[src/rtl/aes_byte_io.sv]
// rtl/aes_byte_io.sv - byte-serial host front end for the masked AES core
module aes_byte_io #(
  parameter int NB = 16
) (
  input  logic            CLK,
  input  logic            RSTn,
  input  logic            EN,
  input  logic            Kwe,
  input  logic [7:0]      Kbyte,
  input  logic            Dwe,
  input  logic [7:0]      Dbyte,
  input  logic            Ord,
  output logic [7:0]      Obyte,
  output logic            Ovld,
  output logic            Kok,
  output logic            Busy,
  output logic [8*NB-1:0] core_Kin,
  output logic            core_Krdy,
  input  logic            core_Kvld,
  output logic [8*NB-1:0] core_Din,
  output logic            core_Drdy,
  input  logic            core_Dvld,
  input  logic [8*NB-1:0] core_Dout,
  input  logic            core_BSY
);

  localparam int W = 8 * NB;
  localparam logic [4:0] FULL = 5'(NB);

  typedef enum logic [2:0] {IDLE, KSTART, KWAIT, DSTART, DWAIT} state_e;

  state_e         state_q, state_d;
  logic [4:0]     kcnt_q, dcnt_q, ocnt_q;
  logic [W-1:0]   kin_q, din_q, obuf_q;
  logic           ovld_q, kok_q;
  logic           k_acc, d_acc, cap, rd;

  // Host writes land only while idle and the counter has room; extra bytes drop silently.
  assign k_acc = EN && (state_q == IDLE) && (kcnt_q < FULL) && Kwe;
  assign d_acc = EN && (state_q == IDLE) && (dcnt_q < FULL) && Dwe;
  assign cap   = EN && (state_q == DWAIT) && core_Dvld;
  assign rd    = EN && ovld_q && Ord;

  // State register
  always_ff @(posedge CLK or negedge RSTn) begin
    if (!RSTn) state_q <= IDLE;
    else       state_q <= state_d;
  end

  // Next-state logic; key load wins over data, and data waits for ciphertext to drain
  always_comb begin
    state_d = state_q;
    if (EN) begin
      case (state_q)
        IDLE: begin
          if (kcnt_q == FULL)
            state_d = KSTART;
          else if ((dcnt_q == FULL) && kok_q && !ovld_q && !core_BSY)
            state_d = DSTART;
        end
        KSTART:  state_d = KWAIT;
        KWAIT:   if (core_Kvld) state_d = IDLE;
        DSTART:  state_d = DWAIT;
        DWAIT:   if (core_Dvld) state_d = IDLE;
        default: state_d = IDLE;
      endcase
    end
  end

  // Moore outputs; strobes are masked while the block is disabled
  always_comb begin
    core_Krdy = EN && (state_q == KSTART);
    core_Drdy = EN && (state_q == DSTART);
    Busy      = (state_q != IDLE);
  end

  // Key assembly and key-valid tracking
  always_ff @(posedge CLK or negedge RSTn) begin
    if (!RSTn) begin
      kcnt_q <= '0;
      kin_q  <= '0;
      kok_q  <= 1'b0;
    end else begin
      if (EN && (state_q == KSTART))
        kcnt_q <= '0;
      else if (k_acc)
        kcnt_q <= kcnt_q + 5'd1;
      if (k_acc)
        kin_q <= {kin_q[W-9:0], Kbyte};
      if (k_acc && (kcnt_q == 5'd0))
        kok_q <= 1'b0;
      else if (EN && (state_q == KWAIT) && core_Kvld)
        kok_q <= 1'b1;
    end
  end

  // Plaintext assembly; the bus only moves on accepted writes so it is stable during encryption
  always_ff @(posedge CLK or negedge RSTn) begin
    if (!RSTn) begin
      dcnt_q <= '0;
      din_q  <= '0;
    end else begin
      if (EN && (state_q == DSTART))
        dcnt_q <= '0;
      else if (d_acc)
        dcnt_q <= dcnt_q + 5'd1;
      if (d_acc)
        din_q <= {din_q[W-9:0], Dbyte};
    end
  end

  // Ciphertext capture and byte-wise readout; the last read empties the buffer
  always_ff @(posedge CLK or negedge RSTn) begin
    if (!RSTn) begin
      obuf_q <= '0;
      ocnt_q <= '0;
      ovld_q <= 1'b0;
    end else if (cap) begin
      obuf_q <= core_Dout;
      ocnt_q <= '0;
      ovld_q <= 1'b1;
    end else if (rd) begin
      obuf_q <= {obuf_q[W-9:0], 8'h00};
      ocnt_q <= ocnt_q + 5'd1;
      if (ocnt_q == FULL - 5'd1)
        ovld_q <= 1'b0;
    end
  end

  assign Obyte    = obuf_q[W-1 -: 8];
  assign Ovld     = ovld_q;
  assign Kok      = kok_q;
  assign core_Kin = kin_q;
  assign core_Din = din_q;

endmodule

[config.mk]
export PLATFORM = sky130hd
export DESIGN_NAME = aes_byte_io
export DESIGN_NICKNAME = d
export VERILOG_FILES = /design/src/rtl/aes_byte_io.sv
export SDC_FILE = /design/constraint.sdc
export NUM_CORES = 1
export LEC_CHECK = 0
export ABC_AREA = 0
export CORE_MARGIN = 2
export CORE_UTILIZATION = 55
export CTS_BUF_LIST = sky130_fd_sc_hd__clkbuf_4 sky130_fd_sc_hd__clkbuf_8
export DETAILED_ROUTE_END_ITERATION = 10
export PLACE_DENSITY = 0.87
export SLEW_MARGIN = 20
export SYNTH_ARGS = -nofsm -noshare
export SYNTH_HDL_FRONTEND = slang
export SYNTH_SLANG_ARGS = --single-unit
[constraint.sdc]
create_clock -name CLK -period 3.5 [get_ports CLK]
set_input_delay 0.7 -clock CLK [delete_from_list [all_inputs] [get_ports CLK]]
set_output_delay 0.7 -clock CLK [all_outputs]
set_load 0.02 [all_outputs]
==> results_dict.tcl, run 1 <==
set metrics [dict create \
    slew_violations 0 \
    first_iter_violations 466 \
    hold_viol 0 \
    cts_htree_levels 3 \
    yosysTopAreaCellShare 0.580 \
    drtAntennaViolNets 0 \
    r2r_start "state_q[1]" \
    placed_area_um2 22000 \
    cts_resized 0 \
    die_height_um 182 \
    syn_inst 1097 \
    critPathMaxFanout 8 \
    path_buf_inv 3 \
    hold_buffers 0 \
    clk_pin_slew_ns 0.06 \
    cts_buffer_depth 3 \
    rr_endpoint "core_Kin[102]" \
    start_util 0.555 \
    grt_pass1_vias 11573 \
    clk_latency_ns 0.59 \
    first_pass_iters 4 \
    fp.dieW_um 182 \
    crit_start "EN" \
    r2r_cells 4 \
    grt.overflow.total 0 \
    dieArea_um2 33100 \
    ys_async_sr_fraction 1.00 \
    syn_avg_cell_area_um2 15.9 \
    finClkSkew_ns 0.0485 \
    fin_tns_setup_ns 0 \
    worstSetupPathType "in2out" \
    reg2reg_setup_slack_ns 1.01 \
    endpoint "core_Drdy" \
    power_mw 21.6 \
    place.port_buffers 421 \
    ys_ff_latch 404 \
    rows 65 \
    synth_cell_type_count 42 \
    drv_cap 0 \
    wire_per_inst_um 20.6 \
    rsz0062_at_grt "no" \
    critPathLaunchType "input pin" \
    antenna_found_initial 4 \
    crit_path_end_kind "output pin" \
    layout-drive-gt1-share 0.405 \
    critPathSlowestCell "clkdlybuf4s50_1" \
    whs_ns 0.0948 \
    pin_count 422 \
    post-dp-hpwl_um 29100 \
    core_um2 31400 \
    maxSlewHeadroom 0.620 \
    vias 10677 \
    grt_pass1_wl_um 64500 \
    final_util 0.746 \
    grt_max_degree 76 \
    cpPeakStageDelay_ns 0.69 \
    synth_area_leaders "dfrtp_1 58%, mux2_2 26%, mux2_4 8.5%" \
    area_growth_pct 34.4 \
    root_buffer "clkbuf_8" \
    min_path_type "in2async" \
    min_period_ns 3.23 \
    cp_common_cell "clkdlybuf4s50_1" \
    crit_chain "clkdlybuf4s50_1, nand4b_1, inv_1, clkdlybuf4s50_1" \
    max_freq_ghz 0.309 \
    clock-sinks 404 \
    crit_family "buffers and inverters" \
    min_period_over_period 0.924 \
    pwr_density_cell_nw_per_um2 921 \
    gp_congestion 0.810 \
    final_cell_area_um2 23400 \
    synth_area_leader_cell "dfrtp_1" \
    netlist_area_um2 17400 \
    final_nets 1701 \
    ys_warn_count 0 \
    path_depth 4 \
    cts_buffers 68 \
    critPathArrivalTime_ns 2.53 \
    synth_seq_area_share 0.580 \
    synth_edf_count 0 \
    worst_slew_pin_slew_ns 0.570 \
    routed_via_density 5.37 \
    routed_wl_um 41000 \
    synth_flop_cell "dfrtp_1" \
    power_leakage_nw 10.9 \
    critPathRequiredTime_ns 2.80 \
    grt_util_all_layers 0.250 \
    drc_errors 0 \
    outcome "finished clean" \
    post_cts_buffers 0 \
    syn_nets 1256 \
    ir_drop_mv 0.673 \
    setup_viol 0 \
    cts_tree "yes" \
]
==> stage by stage <==
step | setup slack, ns | instances
2_1_floorplan | 1.33 | 1097
3_3_place_gp | 0.292 | 1874
3_5_place_dp | 0.220 | 1874
4_1_cts | 0.245 | 1988
5_1_grt | 0.118 | 1990
6_report | 0.267 | 1990
==> logic make-up after synthesis <==
group                    count (synthesis)  synth area share
AND/OR/NAND/NOR                         66            0.0236
AO/OA/AOI/OAI                           27           0.00934
multiplexers                           507             0.348
buffers and inverters                   85            0.0333
flip-flops                             404             0.580
adder cells (fa/ha/maj)                  6           0.00431
XOR/XNOR                                 2           0.00101
==> Yosys cell counts, types with 2 or more instances <==
library cell,number
a21oi_1,7
a31oi_1,3
and3_1,2
buf_1,3
buf_12,11
buf_2,27
buf_4,11
clkbuf_1,15
dfrtp_1,404
ha_1,6
inv_1,17
mux2_2,397
mux2_4,99
mux2i_1,11
nand2_1,19
nand2b_1,4
nand3_1,12
nand4_1,2
nand4b_1,2
nand4bb_1,2
nor2_1,5
nor2b_1,3
nor3b_1,3
o21ai_0,10
o31ai_1,2
or3_1,2
or3b_2,2
xor2_1,2
==> report_power, final <==
| group | internal, mW | leakage, nW | switching, mW |
|---|---|---|---|
| clock network | 2.43 | 0.746 | 1.87 |
| logic | 5.09 | 4.97 | 3.81 |
| registers | 6.71 | 5.18 | 1.65 |
| total | 14.2 | 10.9 | 7.34 |
==> worst reg2reg max path: stages, from the launching register on <==
cell     delay (ns)
dfrtp_1        0.54
or4b_1         0.78
nor2_8         0.37
buf_4          0.37
mux2_4         0.34
==> routing by layer <==
| metal | wire length (µm) | part of all wire | track usage |
|---|---|---|---|
| met5 | 23 | 0.00056 | 0 |
| met3 | 3010 | 0.074 | 0.0806 |
| met2 | 20600 | 0.50 | 0.422 |
| met1 | 15300 | 0.37 | 0.284 |
| met4 | 2100 | 0.051 | 0.130 |
==> cell usage in the layout, fill, tap and decap left out, drive strengths merged, types with 2 or more instances in the layout <==
master         netlist  final
inv                 17     20
nand4bb              2      2
nor2                 6      6
xor2                 2      2
and3                 2      2
ha                   6      6
a31oi                3      3
nand2               19     19
clkdlybuf4s50        0    420
mux2               496    496
nand4b               2      2
bufinv               0      2
buf                 53     23
clkinv               0      9
nand4                2      2
a21oi                8      8
dfrtp              404    404
mux2i               11     11
diode                0      2
clkbuf              15     99
nor2b                3      3
or3b                 2      2
o21ai               10     10
o31ai                2      2
nand2b               4      4
or3                  2      2
nand3               12     12
nor3b                3      3
==> flip-flops by register name (all words and copies together), names as in the netlist <==
register / count
Kok: 1
Ovld: 1
core_Din: 128
core_Kin: 128
dcnt_q: 5
kcnt_q: 5
obuf_q: 128
ocnt_q: 5
state_q: 3
==> worst min path at each step <==
| stage | startpoint | endpoint | slack (ns) | depth (start not counted) |
|---|---|---|---|---|
| after floorplan | RSTn | Kok | 0.40 | 0 |
| after global placement | core_Din[121] | core_Din[121] | 0.49 | 1 |
| after detailed placement | core_Din[122] | core_Din[122] | 0.49 | 1 |
| after CTS | RSTn | obuf_q[108] | 0.07 | 1 |
| after global routing | RSTn | obuf_q[121] | 0.09 | 1 |
| final | RSTn | obuf_q[122] | 0.09 | 1 |
==> layout make-up <==
type	count	area, µm²
Sequential cell	404	10100
Multi-Input combinational cell	608	6750
Clock buffer	99	1230
Clock inverter	15	180
Fill cell	1963	7970
Inverter	17	63.8
Tap cell	402	503
Timing Repair Buffer	443	4570
Antenna cell	2	5.00
No activity file was read; power rests on OpenSTA's default activity.
==> run 2: changes to the inputs <==
--- a/config.mk
+++ b/config.mk
@@ -5,12 +5,12 @@
 export SDC_FILE = /design/constraint.sdc
 export NUM_CORES = 1
 export LEC_CHECK = 0
-export ABC_AREA = 0
+export ABC_AREA = 1
 export CORE_MARGIN = 2
 export CORE_UTILIZATION = 55
 export CTS_BUF_LIST = sky130_fd_sc_hd__clkbuf_4 sky130_fd_sc_hd__clkbuf_8
 export DETAILED_ROUTE_END_ITERATION = 10
-export PLACE_DENSITY = 0.87
+export PLACE_DENSITY = 0.88
 export SLEW_MARGIN = 20
 export SYNTH_ARGS = -nofsm -noshare
 export SYNTH_HDL_FRONTEND = slang
==> run 2 against run 1 <==
  * Critical path depth unchanged
  * Cell area fell by 3.9%
  * Clock power about the same
  * Sequential power decreased by 44%
  * Synthesized area fell by 3.9%
  * Die area decreased by 3.9%
  * Sequential cell count is the same
==> results_dict.tcl, run 2 <==
set metrics [dict create \
    post_cts_buffers 0 \
    critPathArrivalTime_ns 2.45 \
    rsz0062_at_grt "no" \
    worst_slew_pin_slew_ns 0.752 \
    clk_latency_ns 0.56 \
    drtAntennaViolNets 0 \
    fin_tns_setup_ns 0 \
    synth_edf_count 0 \
    reg2reg_setup_slack_ns 1.48 \
    ys_warn_count 0 \
    synth_cell_type_count 25 \
    rr_endpoint "core_Din[116]" \
    synth_area_leader_cell "dfrtp_1" \
    fillers 2016 \
    power_leakage_nw 11.5 \
    yosysMostFrequentCell "nand2_1" \
    rows 63 \
    critPathMaxFanout 6 \
    wire_per_inst_um 17.2 \
    fp.dieW_um 178 \
    cts_buffers 68 \
    placed_cells_incl_taps 2628 \
    ys_async_sr_fraction 1.00 \
    ys_ff_latch 404 \
    dieArea_um2 31800 \
    power_mw 9.25 \
    post-dp-hpwl_um 31700 \
    routed_wl_um 47100 \
    first_iter_violations 1340 \
    final_nets 2467 \
    r2r_cells 8 \
    hold_viol 0 \
    min_period_ns 3.15 \
    setup_viol 0 \
    hold_buffers 0 \
    grt_pass1_vias 14348 \
    outcome "finished clean" \
    cts_resized 0 \
    core_um2 29800 \
    syn_nets 2087 \
    root_buffer "clkbuf_8" \
    area_growth_pct 34.5 \
    first_pass_iters 8 \
    finalNonFillerCells 2746 \
    grt_max_degree 175 \
    syn_inst 1928 \
    layout_commonest_cell "nand2_1" \
    pin_count 422 \
    min_period_over_period 0.901 \
    cts_tree "yes" \
    drv_cap 0 \
    finClkSkew_ns 0.0283 \
    gp_congestion 0.861 \
    maxSlewHeadroom 0.499 \
    clk_pin_slew_ns 0.06 \
    final_util 0.756 \
    antenna_found_initial 1 \
    cts_buffer_depth 3 \
    synth_flop_cell "dfrtp_1" \
    crit_path_end_kind "output pin" \
    vias 14830 \
    grt.overflow.total 0 \
    clock-sinks 404 \
    layout_common_cells "894 x nand2_1, 420 x clkdlybuf4s50_1, 404 x dfrtp_1, 384 x nand3_1, 86 x clkbuf_8" \
    layout-drive-gt1-share 0.0650 \
    ir_drop_mv 0.285 \
    synth_area_leaders "dfrtp_1 60%, nand2_1 20%, nand3_1 12%" \
    critPathRequiredTime_ns 2.80 \
    place.port_buffers 421 \
    yosysTopAreaCellShare 0.604 \
    min_path_type "in2async" \
    drc_errors 0 \
    critPathLaunchType "input pin" \
    final_cell_area_um2 22500 \
    worstSetupPathType "in2out" \
    syn_avg_cell_area_um2 8.68 \
    placed_area_um2 21100 \
    cts_htree_levels 3 \
    synth_seq_area_share 0.604 \
    grt_pass1_wl_um 73300 \
    max_freq_ghz 0.317 \
    yosys-top-cells-count "894 x nand2_1, 404 x dfrtp_1, 386 x nand3_1, 66 x buf_2" \
    r2r_start "state_q[0]" \
    netlist_area_um2 16700 \
    grt_util_all_layers 0.291 \
    die_height_um 178 \
    slew_violations 0 \
    pwr_density_cell_nw_per_um2 411 \
    routed_via_density 5.40 \
    start_util 0.562 \
]
## run 2: cell count changes after synthesis, moves of 11 or more
| cell | delta |
|---|---|
| nand3_1 | +374 |
| o21ai_0 | +20 |
| inv_1 | +15 |
| buf_2 | +39 |
| mux2i_1 | -11 |
| mux2_4 | -99 |
| clkbuf_1 | +17 |
| nand2_1 | +875 |
| buf_12 | -11 |
| mux2_2 | -397 |
| buf_6 | +14 |
## run 2: critical path, stage by stage
cell,delay [ns]
clkdlybuf4s50_1,0.65
nand4_1,0.30
inv_1,0.18
clkdlybuf4s50_1,0.62
## run 2: through the flow
step                      hold slack [ns]  setup slack (ns)
after CTS                           0.183             0.376
after global placement              0.453             0.402
final                               0.170             0.347
after detailed placement            0.458             0.392
after floorplan                     0.404              1.53
after global routing                0.201             0.277
## run 2: per-layer routing
| metal | up-vias | track usage | wire (µm) |
|---|---|---|---|
| li1 | 6911 | - | - |
| met4 | 0 | 0.148 | 2120 |
| met5 | - | 0 | 0 |
| met3 | 134 | 0.0797 | 4100 |
| met2 | 641 | 0.476 | 23200 |
| met1 | 7144 | 0.356 | 17600 |
## run 2: power by group
| part | switching (mW) | internal (mW) |
|---|---|---|
| Sequential | 0 | 4.67 |
| Combinational | 0.134 | 0.164 |
| Clock | 1.84 | 2.44 |
## run 2: area by class of cell
| type | instances | area (µm²) | share of cell area |
|---|---|---|---|
| antenna | 1 | 2.50 | 0.000111 |
| sequential | 404 | 10100 | 0.449 |
| timing repair buffer | 443 | 4570 | 0.203 |
| tap | 390 | 488 | 0.0217 |
| multi-input combinational | 1355 | 5800 | 0.258 |
| clock inverter | 9 | 56.3 | 0.00250 |
| clock buffer | 108 | 1350 | 0.0599 |
| inverter | 36 | 138 | 0.00611 |
## run 2: logic make-up after synthesis
group                      after synthesis  synth area share
and+or+nand+nor                       1307             0.325
DFF                                    404             0.604
buffers and inverters                  169            0.0521
AOI/OAI and AO/OA                       35            0.0107
xor gates and xnor gates                 7           0.00366
adders and majority gates                6           0.00448
## run 2: worst max path at each step
stage | from | to
global placement | EN | core_Krdy
floorplan | EN | core_Krdy
finish | EN | core_Krdy
global route | EN | core_Krdy
CTS | EN | core_Krdy
detailed placement | EN | core_Krdy
